===== src/rtl/uart_cmd_decoder.sv =====
// Frame decoder between the UART receiver and the DTM register/DMI logic.
// Strips ESC framing from the byte stream and issues one command per completed frame.
module uart_cmd_decoder #(
  parameter logic [7:0]  ESC            = 8'hB1,
  parameter int unsigned MAX_BYTES      = 6,
  parameter int unsigned TIMEOUT_CYCLES = 4096
) (
  input  logic                   CLK_I,
  input  logic                   RST_NI,
  input  logic [7:0]             RX_DATA_I,
  input  logic                   RX_VALID_I,
  output logic                   RX_READY_O,
  output logic [2:0]             CMD_O,
  output logic [4:0]             ADDR_O,
  output logic [8*MAX_BYTES-1:0] WDATA_O,
  output logic                   CMD_VALID_O,
  input  logic                   CMD_READY_I,
  output logic                   ERR_O
);

  localparam int unsigned DW = 8 * MAX_BYTES;
  localparam int unsigned CW = $clog2(MAX_BYTES + 1);
  localparam int unsigned TW = $clog2(TIMEOUT_CYCLES + 1);

  localparam logic [2:0] CMD_NOP   = 3'b000;
  localparam logic [2:0] CMD_READ  = 3'b001;
  localparam logic [2:0] CMD_WRITE = 3'b010;
  localparam logic [2:0] CMD_RESET = 3'b011;

  localparam logic [4:0] ADDR_DTMCS = 5'h10;
  localparam logic [4:0] ADDR_DMI   = 5'h11;

  typedef enum logic [2:0] {
    S_IDLE,
    S_HEADER,
    S_DATA,
    S_DATA_ESC,
    S_ISSUE
  } state_e;

  state_e          state_q, state_d;
  logic [CW-1:0]   cnt_q, cnt_d;
  logic [DW-1:0]   payload_q, payload_d;
  logic [DW-1:0]   wdata_q, wdata_d;
  logic [TW-1:0]   tmo_q, tmo_d;
  logic [2:0]      cmd_q, cmd_d;
  logic [4:0]      addr_q, addr_d;
  logic            valid_q;
  logic            rdy_q;
  logic            err_d;
  logic            err_p_q;
  logic            err_q;

  logic            acc;
  logic            rx_esc;
  logic [2:0]      hdr_cmd;
  logic [4:0]      hdr_addr;
  logic            hdr_en;
  logic            store_en;

  function automatic logic addr_ok(input logic [4:0] a);
    return (a == ADDR_DTMCS) || (a == ADDR_DMI) || (a <= 5'h03);
  endfunction

  function automatic logic [CW-1:0] frame_len(input logic [4:0] a);
    return (a == ADDR_DMI) ? CW'(6) : CW'(4);
  endfunction

  assign acc      = RX_VALID_I && rdy_q;
  assign rx_esc   = (RX_DATA_I == ESC);
  assign hdr_cmd  = RX_DATA_I[7:5];
  assign hdr_addr = RX_DATA_I[4:0];

  // Next-state, payload assembly, timeout and error generation
  always_comb begin
    state_d   = state_q;
    cnt_d     = cnt_q;
    payload_d = payload_q;
    wdata_d   = wdata_q;
    tmo_d     = tmo_q;
    cmd_d     = cmd_q;
    addr_d    = addr_q;
    err_d     = 1'b0;
    hdr_en    = 1'b0;
    store_en  = 1'b0;

    case (state_q)
      S_IDLE:     if (acc && rx_esc) state_d = S_HEADER;
      S_HEADER:   if (acc && !rx_esc) hdr_en = 1'b1;
      S_DATA: begin
        if (acc) begin
          if (rx_esc) state_d = S_DATA_ESC;
          else        store_en = 1'b1;
        end
      end
      S_DATA_ESC: begin
        if (acc) begin
          if (rx_esc) begin
            store_en = 1'b1;
          end else begin
            err_d  = 1'b1;
            hdr_en = 1'b1;
          end
        end
      end
      S_ISSUE:    if (CMD_READY_I) state_d = S_IDLE;
      default:    state_d = S_IDLE;
    endcase

    // Command byte decode, shared by HEADER and the resync path out of DATA_ESC
    if (hdr_en) begin
      state_d = S_IDLE;
      if (hdr_cmd == CMD_NOP) begin
        state_d = S_IDLE;
      end else if (addr_ok(hdr_addr) && (hdr_cmd == CMD_READ || hdr_cmd == CMD_RESET)) begin
        cmd_d   = hdr_cmd;
        addr_d  = hdr_addr;
        state_d = S_ISSUE;
      end else if (addr_ok(hdr_addr) && hdr_cmd == CMD_WRITE) begin
        cmd_d     = hdr_cmd;
        addr_d    = hdr_addr;
        payload_d = '0;
        cnt_d     = '0;
        state_d   = S_DATA;
      end else begin
        err_d = 1'b1;
      end
    end

    if (store_en) begin
      for (int unsigned i = 0; i < MAX_BYTES; i++) begin
        if (cnt_q == CW'(i)) payload_d[8*i +: 8] = RX_DATA_I;
      end
      cnt_d   = cnt_q + CW'(1);
      state_d = (cnt_d == frame_len(addr_q)) ? S_ISSUE : S_DATA;
    end

    if (state_q == S_HEADER || state_q == S_DATA || state_q == S_DATA_ESC) begin
      if (acc) begin
        tmo_d = '0;
      end else if (tmo_q == TW'(TIMEOUT_CYCLES - 1)) begin
        tmo_d   = '0;
        err_d   = 1'b1;
        state_d = S_IDLE;
      end else begin
        tmo_d = tmo_q + TW'(1);
      end
    end else begin
      tmo_d = '0;
    end

    // Output payload is frozen on ISSUE entry so it stays stable while the frame assembles
    if (state_d == S_ISSUE && state_q != S_ISSUE) begin
      wdata_d = (cmd_d == CMD_WRITE) ? payload_d : '0;
    end
  end

  always_ff @(posedge CLK_I or negedge RST_NI) begin
    if (!RST_NI) begin
      state_q   <= S_IDLE;
      cnt_q     <= '0;
      payload_q <= '0;
      wdata_q   <= '0;
      tmo_q     <= '0;
      cmd_q     <= '0;
      addr_q    <= '0;
      valid_q   <= 1'b0;
      rdy_q     <= 1'b0;
      err_p_q   <= 1'b0;
      err_q     <= 1'b0;
    end else begin
      state_q   <= state_d;
      cnt_q     <= cnt_d;
      payload_q <= payload_d;
      wdata_q   <= wdata_d;
      tmo_q     <= tmo_d;
      cmd_q     <= cmd_d;
      addr_q    <= addr_d;
      valid_q   <= (state_d == S_ISSUE);
      rdy_q     <= (state_d != S_ISSUE);
      // Extra stage keeps an abort pulse clear of a command issued from the same byte
      err_p_q   <= err_d;
      err_q     <= err_p_q;
    end
  end

  assign RX_READY_O  = rdy_q;
  assign CMD_O       = cmd_q;
  assign ADDR_O      = addr_q;
  assign WDATA_O     = wdata_q;
  assign CMD_VALID_O = valid_q;
  assign ERR_O       = err_q;

endmodule


===== config.mk =====
export PLATFORM = sky130hd
export DESIGN_NAME = uart_cmd_decoder
export DESIGN_NICKNAME = d
export VERILOG_FILES = /design/src/rtl/uart_cmd_decoder.sv
export SDC_FILE = /design/constraint.sdc
export NUM_CORES = 1
export LEC_CHECK = 0
export ABC_AREA = 1
export CAP_MARGIN = 20
export CORE_MARGIN = 10
export CORE_UTILIZATION = 30
export DETAILED_ROUTE_END_ITERATION = 16
export PLACE_DENSITY = 0.45
export SYNTH_ARGS = -nofsm -noshare
export SYNTH_HDL_FRONTEND = slang
export SYNTH_SLANG_ARGS = --single-unit

===== constraint.sdc =====
create_clock -name CLK_I -period 2.9 [get_ports CLK_I]
set_input_delay 0.87 -clock CLK_I [delete_from_list [all_inputs] [get_ports CLK_I]]
set_output_delay 0.87 -clock CLK_I [all_outputs]
set_load 0.01 [all_outputs]

==> impl_metrics.tcl <==
set metrics [dict create \
    outcome "completed" \
    hold_violations 0 \
    drt_iter0_drc 229 \
    switchingPower_w 0.00218 \
    drv_slew 0 \
    rsz0062_at_grt "no" \
    ys_top_cells_by_count "225 x nand2_1, 127 x dfrtp_1, 63 x nand3_1, 52 x nor2_1, 50 x inv_1" \
    crit_type "in -> reg" \
    synth_top_family_by_area "simple AND/OR/NAND/NOR gates" \
    synth_flop_cell "dfrtp_1" \
    rows 50 \
    avgSynthCellArea_sq_um 8.55 \
    yosysTopAreaCellShare_pct 55.5 \
    synth_most_common_cell "nand2_1" \
    start_util_pct 30.5 \
    path_max_fanout 24 \
    clkLatencyLatePin_ns 0.42 \
    synth_compound_area_share_pct 3.89 \
    synth_async_sr_flop_share_pct 100 \
    total_power_w 0.00658 \
    combPwrFrac_pct 29.6 \
    synth_adder_area_share_pct 1.31 \
    ys_top_cells_by_area "dfrtp_1 55%, nand2_1 15%, nand3_1 5.5%" \
    clk_path_buf_depth 2 \
    slew_headroom_pct 66.2 \
    cpMaxStageDelayCell "clkdlybuf4s50_1" \
    synth_cell_types 33 \
    fin_nets 778 \
    synth_warnings 0 \
    drc 0 \
    wl_per_cell_um 15.1 \
    postLayoutCoreUtil_pct 40.2 \
    wirelength_mm 15.2 \
    grt_usage_pct 12.8 \
    die_w_um 158 \
    ios 71 \
    crit_family "simple AND/OR/NAND/NOR gates" \
    synth_xor_area_share_pct 0.764 \
    power.internal_w 0.00440 \
    finalCritPeriodShare_pct 86.8 \
    yosysTopAreaCell "dfrtp_1" \
    fmax_mhz 397 \
    clockRootBuffer "clkbuf_16" \
    grt_pass1_vias 4737 \
    tritoncts "done" \
    post_cts_buffers 0 \
    core-area_sq_um 18800 \
    gp_congestion 0.853 \
    muxShareOfSynthArea_pct 0.197 \
    critical_path_arrival_ns 2.82 \
    antennaDiodeCount 0 \
    cts_resized 0 \
    die_h_um 158 \
    path_buf_inv 3 \
    htree_levels 4 \
    path_cells "clkdlybuf4s50_1 -> nor2_1 -> nand2_1 -> nor2_2 -> nand4_1 -> nand3_2 -> nand2_2 -> nor2_4 -> inv_2 -> buf_12 -> nand2_1 -> nand2_1" \
    netlist_area_sq_um 5730 \
    critPathMaxStageDelay_ns 0.53 \
    clkTransAtPathRegs_ns 0.06 \
    grt_overflow_total 0 \
    vias 4591 \
    cap_violations 0 \
    holdWs_ns 0.317 \
    end_kind "flop" \
    tns_ns 0 \
    power.leakage_nw 3.74 \
    synth_edf_count 0 \
    synthesis.nets 688 \
    grt_antenna_before_repair 0 \
    placed_area_sq_um 6920 \
    syn-instance-count 670 \
    seq_area_frac_synth_pct 55.5 \
    power.density_nw_per_um2 873 \
    ys_seq_elements 127 \
    swShare_pct 33.1 \
    cp_common_cell "nand2_1" \
    area_growth_pct 31.5 \
    cts_sinks 127 \
    numPortBuffers 70 \
    power_frac_seq_pct 36.9 \
    hold_buffers 0 \
    grt_max_degree 75 \
    dieArea_sq_um 25000 \
    drive_above_1_share_pct 12.9 \
    grt_pass1_wl_mm 25.1 \
    numCtsBuffers 17 \
    dpl.hpwl_mm 10.7 \
    startpoint_type "input port" \
    vias_per_cell 4.56 \
    fillers 1918 \
    required_ns 3.20 \
    final_area_sq_um 7540 \
    period_minus_slack_ns 2.52 \
    fin_skew_ns 0.0103 \
    finalSetupViolCount 0 \
    hp-class "in -> async" \
    tightest_slew_ns 0.501 \
    ir_worst_vdd_mv 0.436 \
    clock_power_share_pct 33.5 \
    first_pass_iters 4 \
    synth-simple-area-share_pct 30.3 \
    ant_nets 0 \
]
## cells by family (layout without fill, tap and decap cells)
logic type,count (synthesis),count (layout)
adder cells (fa/ha/maj),6,6
AND/OR/NAND/NOR,391,391
AO/OA/AOI/OAI,42,42
buffers and inverters,98,201
flip-flops,127,127
XOR/XNOR,5,5
multiplexers,1,1
## worst paths after layout
kind | cells after the start | endpoint | start | slack, ns
max | 12 | WDATA_O[19] | RX_DATA_I[3] | 0.38
min | 1 | tmo_q[2] | RST_NI | 0.32
max reg2reg | 11 | WDATA_O[19] | cnt_q[0] | 0.89
min reg2reg | 0 | ERR_O | err_p_q | 0.35
max in group asynchronous | 2 | payload_q[6] | RST_NI | 1.83
min in group CLK_I | 0 | ERR_O | err_p_q | 0.35
## worst register-to-register path, cell delays in order, from the launching register on
cell and delay, ns:
dfrtp_1 0.40, ha_1 0.21, ha_1 0.29, nor2_1 0.17
nand3_1 0.10, nand2_1 0.10, nand2_2 0.08, nor2_4 0.17
inv_2 0.09, buf_12 0.16, nand2_1 0.08, nand2_1 0.05
## cell usage in the layout (no fill, tap or decap), types with 3 or more instances in the layout
cell type and instances:
a21oi_1 5, buf_12 11, buf_4 30, bufinv_16 3, clkbuf_16 17, clkdlybuf4s50_1 69
clkinv_4 3, clkinvlp_4 4, dfrtp_1 127, ha_1 6, inv_1 50, inv_2 8
nand2_1 225, nand3_1 63, nand4_1 28, nor2_1 52, nor2_2 6, nor2_4 5
o21ai_0 26, o21ai_1 6, xor2_1 3
## metrics by stage
stage / worst slack (ns) / cells
floorplan: 0.560 / 670
global placement: -0.0387 / 975
detailed placement: -0.0446 / 975
CTS: 0.393 / 1007
global route: 0.241 / 1007
finish: 0.383 / 1007
## sequential cells by signal, summed over array words and instances, names as in the netlist
name	flops
WDATA_O	48
payload_q	48
tmo_q	13
ADDR_O	5
CMD_O	3
cnt_q	3
state_q	3
CMD_VALID_O	1
ERR_O	1
RX_READY_O	1
err_p_q	1
## per-layer routing
layer / GRT usage (%) / wire [um]
met4: 4.19 / 238
met2: 18.6 / 6540
met5: 0 / 0
met1: 17.3 / 7450
met3: 4.31 / 971
## power groups by stage
stage,logic (W),registers (W),clock network (W)
after floorplan,0.00117,0.00247,0
after global placement,0.00194,0.00245,0
after detailed placement,0.00196,0.00246,0
after CTS,0.00197,0.00243,0.00226
after global routing,0.00220,0.00248,0.00236
final,0.00195,0.00243,0.00220
## layout make-up
class,count,area [sq um],area share (%)
sequential,127,3180,42.2
clock buffer,20,457,6.06
inverter,59,221,2.94
timing repair buffer,110,1140,15.1
clock inverter,12,160,2.13
multi-input combinational,445,2090,27.7
tap,234,293,3.89
(Power assumes the default switching activity.)
